**config.mk**
```make
export PLATFORM = sky130hd
export DESIGN_NAME = firmware_loader
export DESIGN_NICKNAME = d
export VERILOG_FILES = /design/src/rtl/firmware_loader.sv
export SDC_FILE = /design/constraint.sdc
export NUM_CORES = 1
export LEC_CHECK = 0
export CORE_MARGIN = 2
export CORE_UTILIZATION = 50
export DETAILED_ROUTE_END_ITERATION = 8
export GPL_TIMING_DRIVEN = 0
export PLACE_DENSITY = 0.75
export RECOVER_POWER = 25
export SYNTH_ARGS = -nofsm -noshare
export SYNTH_HDL_FRONTEND = slang
export SYNTH_SLANG_ARGS = --single-unit
```
**constraint.sdc**
```tcl
create_clock -name clk -period 2.86 [get_ports clk]
set_input_delay 0.286 -clock clk [delete_from_list [all_inputs] [get_ports clk]]
set_output_delay 0.286 -clock clk [all_outputs]
set_load 0.03 [all_outputs]
```
**src/rtl/firmware_loader.sv**
```systemverilog
// firmware_loader: receives a framed byte stream (addr, len, payload, checksum)
// and writes the payload into the firmware RAM, holding the CPU in reset until
// a load with a legal range and a zero-sum checksum has completed.
module firmware_loader #(
  parameter int SIZE   = 'h3000,
  parameter int ADDR_W = 14
) (
  input  logic              clk,
  input  logic              rst_n,
  input  logic              start,
  input  logic [7:0]        in_data,
  input  logic              in_valid,
  output logic              in_ready,
  output logic [ADDR_W-1:0] mem_addr,
  output logic [7:0]        mem_wdata,
  output logic              mem_we,
  output logic              busy,
  output logic              done,
  output logic              err,
  output logic [1:0]        err_code,
  output logic              cpu_hold
);

  typedef enum logic [3:0] {
    S_IDLE, S_H0, S_H1, S_H2, S_H3, S_CHECK, S_DATA, S_SUM, S_DONE, S_ERROR
  } state_t;

  localparam logic [1:0] E_NONE  = 2'd0;
  localparam logic [1:0] E_RANGE = 2'd1;
  localparam logic [1:0] E_SUM   = 2'd2;

  state_t              r_state;
  logic [15:0]         r_addr;
  logic [15:0]         r_len;
  logic [15:0]         r_cnt;
  logic [ADDR_W-1:0]   r_ptr;
  logic [7:0]          r_sum;
  logic [ADDR_W-1:0]   r_mem_addr;
  logic [7:0]          r_mem_wdata;
  logic                r_mem_we;
  logic                r_busy;
  logic                r_done;
  logic                r_err;
  logic [1:0]          r_err_code;
  logic                r_cpu_hold;

  logic                w_ready;
  logic                w_accept;
  logic [7:0]          w_sum_next;
  logic [16:0]         w_end;
  logic                w_range_bad;

  // Byte acceptance is a pure decode of the state so the stream never sees a
  // ready that depends on in_valid.
  assign w_ready = (r_state == S_H0) || (r_state == S_H1) ||
                   (r_state == S_H2) || (r_state == S_H3) ||
                   (r_state == S_DATA) || (r_state == S_SUM);
  assign w_accept   = in_valid & w_ready;
  assign w_sum_next = r_sum + in_data;

  // 17-bit end address so addr+len cannot overflow before the compare;
  // the addr>=SIZE test also rejects any set bit above ADDR_W.
  assign w_end       = {1'b0, r_addr} + {1'b0, r_len};
  assign w_range_bad = (r_len == 16'd0) ||
                       ({1'b0, r_addr} >= 17'(SIZE)) ||
                       (w_end > 17'(SIZE));

  // Load sequencer: header capture, range check, payload writes, checksum.
  always_ff @(posedge clk or negedge rst_n) begin
    if (!rst_n) begin
      r_state     <= S_IDLE;
      r_addr      <= '0;
      r_len       <= '0;
      r_cnt       <= '0;
      r_ptr       <= '0;
      r_sum       <= '0;
      r_mem_addr  <= '0;
      r_mem_wdata <= '0;
      r_mem_we    <= 1'b0;
      r_busy      <= 1'b0;
      r_done      <= 1'b0;
      r_err       <= 1'b0;
      r_err_code  <= E_NONE;
      r_cpu_hold  <= 1'b1;
    end else begin
      r_mem_we <= 1'b0;
      case (r_state)
        S_IDLE, S_DONE, S_ERROR: begin
          if (start) begin
            r_state    <= S_H0;
            r_done     <= 1'b0;
            r_err      <= 1'b0;
            r_err_code <= E_NONE;
            r_sum      <= '0;
            r_busy     <= 1'b1;
            r_cpu_hold <= 1'b1;
          end
        end
        S_H0: begin
          if (w_accept) begin
            r_addr[7:0] <= in_data;
            r_sum       <= w_sum_next;
            r_state     <= S_H1;
          end
        end
        S_H1: begin
          if (w_accept) begin
            r_addr[15:8] <= in_data;
            r_sum        <= w_sum_next;
            r_state      <= S_H2;
          end
        end
        S_H2: begin
          if (w_accept) begin
            r_len[7:0] <= in_data;
            r_sum      <= w_sum_next;
            r_state    <= S_H3;
          end
        end
        S_H3: begin
          if (w_accept) begin
            r_len[15:8] <= in_data;
            r_sum       <= w_sum_next;
            r_state     <= S_CHECK;
          end
        end
        S_CHECK: begin
          if (w_range_bad) begin
            r_state    <= S_ERROR;
            r_err      <= 1'b1;
            r_err_code <= E_RANGE;
            r_busy     <= 1'b0;
          end else begin
            r_state <= S_DATA;
            r_ptr   <= r_addr[ADDR_W-1:0];
            r_cnt   <= r_len;
          end
        end
        S_DATA: begin
          if (w_accept) begin
            r_mem_we    <= 1'b1;
            r_mem_addr  <= r_ptr;
            r_mem_wdata <= in_data;
            r_ptr       <= r_ptr + ADDR_W'(1);
            r_cnt       <= r_cnt - 16'd1;
            r_sum       <= w_sum_next;
            if (r_cnt == 16'd1) r_state <= S_SUM;
          end
        end
        S_SUM: begin
          if (w_accept) begin
            r_busy <= 1'b0;
            if (w_sum_next == 8'd0) begin
              r_state    <= S_DONE;
              r_done     <= 1'b1;
              r_cpu_hold <= 1'b0;
            end else begin
              r_state    <= S_ERROR;
              r_err      <= 1'b1;
              r_err_code <= E_SUM;
            end
          end
        end
        default: r_state <= S_IDLE;
      endcase
    end
  end

  assign in_ready  = w_ready;
  assign mem_addr  = r_mem_addr;
  assign mem_wdata = r_mem_wdata;
  assign mem_we    = r_mem_we;
  assign busy      = r_busy;
  assign done      = r_done;
  assign err       = r_err;
  assign err_code  = r_err_code;
  assign cpu_hold  = r_cpu_hold;

endmodule

```
==> flow_metrics.tcl <==
set metrics [dict create \
    async_flop_share_pct 100.0 \
    cp_top_family "compound AO/OA/AOI/OAI gates" \
    io_pins 42 \
    finalPower_mw 9.355 \
    peakVddDrop_v 0.0006883 \
    root_buffer "clkbuf_16" \
    p_leak_nw 3.186 \
    p_per_area_nw_per_um2 1282 \
    netlist_instances 663 \
    outcome "finished with violations" \
    cp_slowest_stage_delay_ns 0.43 \
    start_util_pct 51.80 \
    critPathLaunchType "register" \
    slew_headroom_pct 27.80 \
    synth_xor_area_share_pct 1.754 \
    grt_pass1_vias 5369 \
    ys_top_cells_by_area "dfrtp_1 (43%), nand2_1 (6.3%), mux2_2 (5.6%)" \
    die_area_um2 12870 \
    fin_cells 876 \
    viasPerCell 6.293 \
    setup_slack_ns -0.4761 \
    crit_fanout 3 \
    final_cell_mix "dfrtp_1 (101), nand2_1 (99), nor2_1 (59)" \
    dp_cells 847 \
    drtAntennaViolNets 0 \
    maxCapViolCount 0 \
    fin_skew_ns 0.006474 \
    gp_congestion 0.9281 \
    post_synth_and_or_nand_nor_area_fraction_pct 19.84 \
    synth_top_area_share_pct 42.61 \
    fin_crit_sh_pct 116.6 \
    drv_slew 0 \
    vias 5513 \
    grt_usage_pct 27.60 \
    synth_compound_area_share_pct 20.01 \
    synth.distinct_cells 66 \
    synth_mux_area_share_pct 6.307 \
    num_rows 39 \
    drt-pass1-iter-count 5 \
    critPathKind "register to register" \
    ys_ff_latch 103 \
    port_buffers 40 \
    synth.avg_cell_area_um2 9.036 \
    cp_num_buf_inv 2 \
    fin_nets 768 \
    diodes 0 \
    drive_gt1_share_pct 17.05 \
    clk_pin_slew_ns 0.07 \
    synthToLayoutAreaGrowth_pct 21.80 \
    layout_commonest_cell "dfrtp_1" \
    hold_ws_ns 0.4741 \
    wirelength_um 17270 \
    grt_first_pass_wirelength_um 27830 \
    cts_tree "yes" \
    clk_path_buf_depth 2 \
    synth_top_area_cell "dfrtp_1" \
    cts_made_buffers 9 \
    grt.overflow.total 0 \
    clock_sinks 103 \
    worstSkewPairLatency_ns 0.35 \
    arrival_ns 3.58 \
    crit_chain "ha_4, fa_2, a21o_1, a221oi_4, o21bai_1, xnor2_1, nand4_1, o41ai_4, buf_6, buf_12, nand3b_1, and2_1, a22o_1" \
    synth_fa_ha_area_share_pct 6.099 \
    die_w_um 113.5 \
    fmax_mhz 299.8 \
    htreeDepth 3 \
    antenna_found_initial 0 \
    min_period_ns 3.336 \
    synth-edff-count 0 \
    setup_viol 38 \
    ys_seq_area_share_pct 43.05 \
    rsz0062_at_grt "yes" \
    hold_path.class "register to register" \
    wire_per_inst_um 19.71 \
    core_um2 11560 \
    crit_slowest_cell "dfrtp_2" \
    cp.required_ns 3.10 \
    syn_nets 703 \
    ys_warn_count 0 \
    hold_viol 0 \
    grt_start_max_net_pins 64 \
    violations "setup timing" \
    worstMarginPinSlew_ns 1.075 \
    synth_area_um2 5991 \
    drc 0 \
    worstSetupEndpointType "register" \
    synth_top_family_by_area "compound AO/OA/AOI/OAI gates" \
    drtIter0Drc 544 \
    hpwl_um 12090 \
    yosys_most_used_dff "dfrtp_1" \
    die_height_um 113.5 \
]
layer usage:
layer | vias up | GRT usage, % | share of wire [%]
met5 | - | 0 | 0
met4 | 0 | 9.756 | 2.8
met3 | 42 | 5.154 | 7.6
met2 | 228 | 44.79 | 49
met1 | 2725 | 37.32 | 41
li1 | 2518 | - | -
worst paths after layout:
kind                            cells past startpoint                       end  slack (ns)                startpoint
worst max-delay path                               13           err$_DFFE_PN0P_       -0.48      r_len[0]$_DFFE_PN0P_
worst min register to register                      2  mem_wdata[4]$_DFFE_PN0P_        0.47  mem_wdata[4]$_DFFE_PN0P_
worst max register to register                     13           err$_DFFE_PN0P_       -0.48      r_len[0]$_DFFE_PN0P_
min in group asynchronous                           2      r_cnt[5]$_DFFE_PN0P_        0.63                     rst_n
max in group asynchronous                           3      r_len[0]$_DFFE_PN0P_        0.66                     rst_n
worst min-delay path                                2  mem_wdata[4]$_DFFE_PN0P_        0.47  mem_wdata[4]$_DFFE_PN0P_
logic make-up (layout without fill, tap and decap cells):
logic type                 after synthesis  in the layout
DFF                                    103            103
AOI/OAI and AO/OA                      184            185
muxes                                   34             34
and+or+nand+nor                        258            258
xor gates and xnor gates                12             12
adders and majority gates               28             28
buffers and inverters                   44            113
worst reg2reg max path, delay by kind of cell (launching register included):
| kind | cells | cell delay, ns |
|---|---|---|
| buf+inv | 2 | 0.33 |
| compound gates | 5 | 1.21 |
| flops | 1 | 0.43 |
| xor+xnor | 1 | 0.18 |
| fa+ha+maj | 2 | 0.53 |
| simple gates | 3 | 0.54 |
flip-flops by register name, indices dropped and copies added, names as in the netlist:
name	cells
r_addr	16
r_cnt	16
r_len	16
mem_addr	14
r_ptr	14
mem_wdata	8
r_sum	8
r_state	4
err_code	2
busy	1
cpu_hold	1
done	1
err	1
mem_we	1
report_power, final:
| group | internal, mW | switching (mW) |
|---|---|---|
| logic | 2.24 | 2.92 |
| registers | 2.11 | 0.811 |
| clock network | 0.725 | 0.548 |
Yosys cell counts, types with 5 or more instances:
cell and instances:
a21o_1 11, a21oi_1 52, and2_1 7, and3_1 7, clkbuf_1 23, dfrtp_1 102
ha_1 26, inv_1 15, mux2_2 30, nand2_1 100, nand2b_1 7, nand3_1 25
nand4_1 5, nor2_1 60, nor2b_1 6, nor3_1 11, nor4_1 14, o21ai_0 27
o21ai_1 37, xnor2_1 5, xor2_1 7
area by class of cell:
type	count	area, µm²
Inverter	15	56.30
Buffer	27	140.1
Tap cell	143	178.9
Fill cell	955	4268
Timing Repair Buffer	55	546.8
Clock buffer	11	252.7
Sequential cell	103	2580
Clock inverter	5	56.30
Multi-Input combinational cell	517	3486
per-stage QoR:
step | setup WS (ns) | util, % | cell area (µm²) | TNS, ns
final | -0.4761 | 63.10 | 7297 | -14.78
after detailed placement | -0.7454 | 57.54 | 6654 | -24.64
after global routing | -0.5600 | 63.10 | 7297 | -18.92
after floorplan | -0.1216 | - | 6050 | -2.950
after CTS | -0.4220 | 62.24 | 7198 | -13.95
after global placement | -2.276 | 57.32 | 6629 | -251.96
repair_timing:
| action | 4_1_cts | 5_1_grt |
|---|---|---|
| hold buffers | 1 | 0 |
| setup buffers | 10 | 0 |
| setup endpoints to repair | 38 | 48 |
| endpoints found under the hold margin | 40 | 0 |
| cloned | 3 | 1 |
| gates resized for setup | 27 | 30 |
| pin swaps | 30 | 9 |
Note: power is estimated with default switching activity, not from simulation.
